--- src/rtl/uart_result_sender.sv ---
// uart_result_sender: requests bytes from an upstream serializer and
// sends each one as an 8N1 UART character, BYTES_PER_FRAME per result.
module uart_result_sender #(
  parameter int unsigned CLKS_PER_BIT    = 434,
  parameter int unsigned BYTES_PER_FRAME = 4
) (
  input  logic       clk,
  input  logic       rst_n,
  input  logic       start,
  input  logic [7:0] in_byte,
  input  logic       in_byte_valid,
  output logic       data_request,
  output logic       tx,
  output logic       busy,
  output logic       frame_done,
  output logic       timeout_err
);

  typedef enum logic [2:0] {
    IDLE,
    REQ,
    WAIT_BYTE,
    START_BIT,
    DATA_BITS,
    STOP_BIT,
    DONE
  } state_t;

  localparam logic [15:0] BAUD_LAST   = 16'(CLKS_PER_BIT - 1);
  localparam logic [7:0]  FRAME_BYTES = 8'(BYTES_PER_FRAME);
  localparam logic [3:0]  WAIT_LAST   = 4'd14;

  state_t      state, state_n;
  logic [15:0] baud_cnt, baud_n;
  logic [2:0]  bit_idx, bit_n;
  logic [7:0]  byte_cnt, byte_n;
  logic [3:0]  wait_cnt, wait_n;
  logic [7:0]  shift, shift_n;
  logic        tx_n;
  logic        req_n;
  logic        busy_n;
  logic        done_n;
  logic        timeout_n;
  logic        baud_wrap;

  assign baud_wrap = (baud_cnt == BAUD_LAST);

  // Next-state, counter updates and next registered outputs.
  always_comb begin
    state_n   = state;
    baud_n    = baud_cnt;
    bit_n     = bit_idx;
    byte_n    = byte_cnt;
    wait_n    = wait_cnt;
    shift_n   = shift;
    timeout_n = 1'b0;
    unique case (state)
      IDLE: begin
        if (start) begin
          state_n = REQ;
          byte_n  = '0;
        end
      end
      REQ: begin
        state_n = WAIT_BYTE;
        wait_n  = '0;
      end
      WAIT_BYTE: begin
        if (in_byte_valid) begin
          shift_n = in_byte;
          baud_n  = '0;
          state_n = START_BIT;
        end else begin
          wait_n = wait_cnt + 4'd1;
          if (wait_cnt == WAIT_LAST) begin
            timeout_n = 1'b1;
            state_n   = IDLE;
          end
        end
      end
      START_BIT: begin
        if (baud_wrap) begin
          baud_n  = '0;
          bit_n   = '0;
          state_n = DATA_BITS;
        end else begin
          baud_n = baud_cnt + 16'd1;
        end
      end
      DATA_BITS: begin
        if (baud_wrap) begin
          baud_n = '0;
          if (bit_idx == 3'd7) begin
            state_n = STOP_BIT;
          end else begin
            bit_n = bit_idx + 3'd1;
          end
        end else begin
          baud_n = baud_cnt + 16'd1;
        end
      end
      STOP_BIT: begin
        if (baud_wrap) begin
          baud_n = '0;
          byte_n = byte_cnt + 8'd1;
          if (byte_n < FRAME_BYTES) begin
            state_n = REQ;
          end else begin
            state_n = DONE;
          end
        end else begin
          baud_n = baud_cnt + 16'd1;
        end
      end
      DONE: begin
        state_n = IDLE;
      end
      default: begin
        state_n = IDLE;
      end
    endcase

    unique case (state_n)
      START_BIT: tx_n = 1'b0;
      DATA_BITS: tx_n = shift_n[bit_n];
      default:   tx_n = 1'b1;
    endcase
    busy_n = (state_n != IDLE);
    req_n  = (state_n == REQ);
    done_n = (state_n == DONE);
  end

  // State, datapath and registered outputs with synchronous reset.
  always_ff @(posedge clk) begin
    if (!rst_n) begin
      state        <= IDLE;
      baud_cnt     <= '0;
      bit_idx      <= '0;
      byte_cnt     <= '0;
      wait_cnt     <= '0;
      shift        <= '0;
      tx           <= 1'b1;
      data_request <= 1'b0;
      busy         <= 1'b0;
      frame_done   <= 1'b0;
      timeout_err  <= 1'b0;
    end else begin
      state        <= state_n;
      baud_cnt     <= baud_n;
      bit_idx      <= bit_n;
      byte_cnt     <= byte_n;
      wait_cnt     <= wait_n;
      shift        <= shift_n;
      tx           <= tx_n;
      data_request <= req_n;
      busy         <= busy_n;
      frame_done   <= done_n;
      timeout_err  <= timeout_n;
    end
  end

endmodule

--- config.mk ---
export PLATFORM = sky130hd
export DESIGN_NAME = uart_result_sender
export DESIGN_NICKNAME = d
export VERILOG_FILES = /design/src/rtl/uart_result_sender.sv
export SDC_FILE = /design/constraint.sdc
export NUM_CORES = 1
export LEC_CHECK = 0
export BUFFER_PORTS_ARGS = -buffer_cell sky130_fd_sc_hd__buf_2
export CORE_MARGIN = 2
export CORE_UTILIZATION = 35
export DETAILED_ROUTE_END_ITERATION = 8
export PLACE_DENSITY_LB_ADDON = 0.1
export SETUP_SLACK_MARGIN = 0.1
export SYNTH_ARGS = -nofsm -noshare
export SYNTH_HDL_FRONTEND = slang
export SYNTH_SLANG_ARGS = --single-unit
export TNS_END_PERCENT = 10
--- constraint.sdc ---
create_clock -name clk -period 2.9 [get_ports clk]
set_input_delay 0.29 -clock clk [delete_from_list [all_inputs] [get_ports clk]]
set_output_delay 0.29 -clock clk [all_outputs]
set_load 0.02 [all_outputs]
After elaboration in Yosys (flattened, before gate mapping)
Index checks and enable logic that the tools add are counted.

Input bits: 12. Logic and storage cells: 72. Bits in registers: 47.

Reduce and logical (&&, ||, !) cells: 10. Bitwise logic cells: 2. $lt $le $gt $ge: 2. Add/subtract/negate cells: 4. Equal/unequal tests: 16. Mux-type cells: 27.

Operators by type and width (count): two-way mux 3 bit (11); two-way mux 16 bit (2); two-way mux 8 bit (4); case mux 16 bit (2 select lines) (1); case mux 3 bit (6 select lines) (1); adder 16 x 1 -> 16 bit, second input constant (1); == test 16 x 9 -> 1 bit, second input constant (1); case mux 8 bit (2 select lines) (1); == test 3 bit, second input constant (5); == test 3 x 2 -> 1 bit, second input constant (3); adder 8 x 1 -> 8 bit, second input constant (1); < comparator 8 x 3 -> 1 bit, second input constant (1); inequality test 2 bit, second input constant (4); case mux 4 bit (2 select lines) (1); == test 3 x 1 -> 1 bit, second input constant (2); case mux 3 bit (2 select lines) (1); nonzero test 2 bit (3); OR reduction 3 bit (2); adder 4 x 1 -> 4 bit, second input constant (1); == test 4 bit, second input constant (1); < comparator 3 x 4 -> 1 bit, second input constant (1); two-way mux 4 bit (1); AND reduction 2 bit (2); adder 3 x 1 -> 3 bit, second input constant (1); other kinds (7) (9).

Longest topological paths before layout
Depth after elaboration: 7. Gate-level depth with buffers: 11. Gate-level depth less buffers: 10.

Least setup slack after synthesis
No wires, ideal clock.

Path kind: register to register. Start: reg baud_cnt[0]. End: reg tx. Setup time: 0.125 ns. Arrival time: 2.161 ns. Cell stages (with the launch flop): 9. Clock period less this slack: 2.286 ns. Path slack: 0.614 ns. Data required time: 2.775 ns. Path through: dfxtp_1 ha_1 nor3b_1 and4_1 buf_6 mux2_2 o41ai_2 a211oi_1 o41a_1.

Word-level cells in the longest chain between the ends: 6.

RTL lines: from (decl) (line 34) `logic [15:0] baud_cnt, baud_n;`; from (signal assigned) (line 149) `baud_cnt <= baud_n;`; == test 16 x 9 -> 1 bit * (line 46) `assign baud_wrap = (baud_cnt == BAUD_LAST);`; two-way mux 3 bit, on equally long branches (line 91, 82); case mux 3 bit (2 select lines) (line 57) `unique case (state)`; binary-select mux 1 bit (select 3 bit) (line 125) `DATA_BITS: tx_n = shift_n[bit_n];`; two-way mux 1 bit (not written as such) (line 125); case mux 1 bit (2 select lines) * (line 123) `unique case (state_n)`; to (signal assigned) (line 154) `tx <= tx_n;`; to (decl) (line 13) `output logic tx,`.

Mark *: on every way between the ends. The rest lies on a longest branch, timed or not. The select of a mux whose other input is x is not followed. A chain may end at the register's enable or synchronous reset.

Worst setup path in the final report
Ends and elaborated chain as after synthesis.

==> run metrics <==
Residual DRC 0; commonest non-fill, non-tap cell in the layout dfxtp_1; pin slew with the least headroom to its limit 0.663 ns; Fillers 769; cell area after layout 0.00288 mm2; synth warn 0; row count 31; max-cap viol count 0; Clock transition at path regs 0.09 ns; FFs w/ async S/R, synth 0%; initial antenna violation count 0; CP arrival 2.80 ns; PostCTS Resize Cnt 0; total track usage 15.1%; ant diodes 0; drt initial violations 89; Final Util 39.9%; Syn Inst Count 309; Distinct cells, synth 55; synth-to-layout area growth 10.8%; Fin Setup TNS 0 ns; worst r2r src baud_cnt[0]$_SDFFE_PN0P_; Reg-to-Reg End tx$_SDFF_PN1_; via count 2224; num ports 17; number of global-route vias before repair 2144; die area 0.00813 mm2; Worst Path Required 3.09 ns; pre-CTS setup slack 0.274 ns; FF-to-FF setup slack 0.29 ns; Starting Density 36.0%; dpl cell area 0.00278 mm2; Max VDD drop 194 uV; final worst-path cycle share 90.1%; worst r2r path cells 7; H-tree Lvls 2; CTS tree done; Chip Width 90.2 um; Synth Register Bits 47; hold path startpoint in_byte[7]; crit path kind reg -> reg; die height 90.2 um; Std-Cell Core Area 0.00721 mm2; drt total wl 5870 um; worst hold endpoint shift[7]$_SDFF_PN0_; Fmax 383 MHz; RSZ-0062 raised after global routing no; first-pass iteration count of the detailed router 4; cell chosen for the clock root clkbuf_8; total congestion overflow 0; vias per cell 5.25; Clock Path Buffers 2; EDFF count, synth 0; Inserted Clock Buffers 5; share of cells above drive strength 1 12.3%; hold slack 0.275 ns; worst-path maximum fanout 9; Setup Buffers After CTS 0; post-route minimum period 2.61 ns; hold path cells 3; P per Cell Area 423 mW/mm2; setup violators final 0; I/O Buffers 16; clock latency on the worst-skew pair 0.30 ns; fin. max-slew vios 0; NumNets Final 342; Rel. slew slack 55.8%; CTS sink cnt 47; most frequent cells in the layout 47 x dfxtp_1, 30 x nand2_1, 29 x nor2_1; prevailing post-synth register cell dfxtp_1; CP startpoint kind register; Antenna Nets Post-Route 0; synthesized area 0.00260 mm2; Fin. Hold Viols 0; post-synthesis sequential area ratio 36.2%; nets in the synthesized netlist 327; status complete, no violations; Hold WC Path Type in -> reg; GPL Wtd Cong 0.764; setup ws final 0.286 ns; per-cell routed wire length 13.8 um; Final HPWL DP 4060 um; Pleak 1.11 nW; Critical Path Sink Type register; largest net degree at the start of global routing 44; first-pass GRT wire length 10100 um; Layout Skew 0.0119 ns; Post-CTS Hold Buffers 0; Syn Area/Cell 8.41 um2
[worst max-delay path: stages (launching register included)]
cell      delay (ns)
dfxtp_1         0.40
ha_1            0.16
nor3b_1         0.22
and4_1          0.49
mux2_2          0.45
o41ai_2         0.31
a211oi_1        0.09
o41a_1          0.37
[cell usage after synthesis (all sizes together), types with 7 or more instances]
| cell type | number | area (um2) |
|---|---|---|
| mux2i | 13 | 130 |
| and3 | 8 | 50.1 |
| a21boi | 7 | 52.6 |
| o21ai | 28 | 140 |
| nor2b | 19 | 119 |
| nand2 | 30 | 113 |
| a21oi | 10 | 50.1 |
| nor2 | 29 | 109 |
| clkbuf | 7 | 26.3 |
| inv | 9 | 33.8 |
| dfxtp | 47 | 941 |
| nand3 | 13 | 65.1 |
| and2 | 10 | 63.8 |
[flip-flops by register name, indices dropped and copies added, names as in the netlist, 3 cells and up]
signal    cells
byte_cnt      8
bit_idx       3
shift         8
state         3
baud_cnt     16
wait_cnt      4
[power breakdown]
part	switching [mW]	internal [mW]	total, mW	leakage (nW)
sequential	0.0103	0.656	0.666	0.380
clock	0.227	0.217	0.445	0.0505
combinational	0.0660	0.0421	0.108	0.676
total	0.304	0.915	1.22	1.11
[metal layers]
layer  vias up  wire, um  share of wire (%)  track usage (%)
met5         -         0                  0                0
li1       1151         -                  -                -
met1      1042      2960                 50             19.2
met3         6       174                3.0             3.44
met2        25      2660                 45             25.6
met4         0        74                1.3             4.49
[logic make-up (layout without fill, tap and decap cells)]
logic type | count (synthesis) | after routing | synth area share [%]
compound gates | 73 | 73 | 19.0
fa+ha+maj | 6 | 6 | 2.89
simple gates | 143 | 143 | 30.4
xor+xnor | 4 | 4 | 1.35
flops | 47 | 47 | 36.2
mux | 16 | 16 | 6.74
buf+inv | 20 | 36 | 3.42
[worst max-delay path by stage]
stage,start,to,slack [ns]
after floorplan,baud_cnt[0]$_SDFFE_PN0P_,tx$_SDFF_PN1_,0.61
after global placement,baud_cnt[0]$_SDFFE_PN0P_,tx$_SDFF_PN1_,0.35
after detailed placement,baud_cnt[0]$_SDFFE_PN0P_,tx$_SDFF_PN1_,0.27
after CTS,baud_cnt[0]$_SDFFE_PN0P_,tx$_SDFF_PN1_,0.26
after global routing,baud_cnt[0]$_SDFFE_PN0P_,tx$_SDFF_PN1_,0.12
final,baud_cnt[0]$_SDFFE_PN0P_,tx$_SDFF_PN1_,0.29
[per-stage QoR]
stage	power, mW	instances
3_5_place_dp	0.792	416
5_1_grt	1.29	424
2_1_floorplan	0.758	309
3_3_place_gp	0.793	416
6_report	1.22	424
4_1_cts	1.25	424
[area by class of cell]
type	count	area [um2]	area share, %
inverters	9	33.8	1.17
repair buffers	19	103	3.56
multi-input cells	242	1580	54.7
well taps	99	124	4.30
flip-flops and latches	47	941	32.7
clock inverters	1	7.51	0.261
clock buffers	7	96.3	3.34
Power figures use the tool's default switching activity.
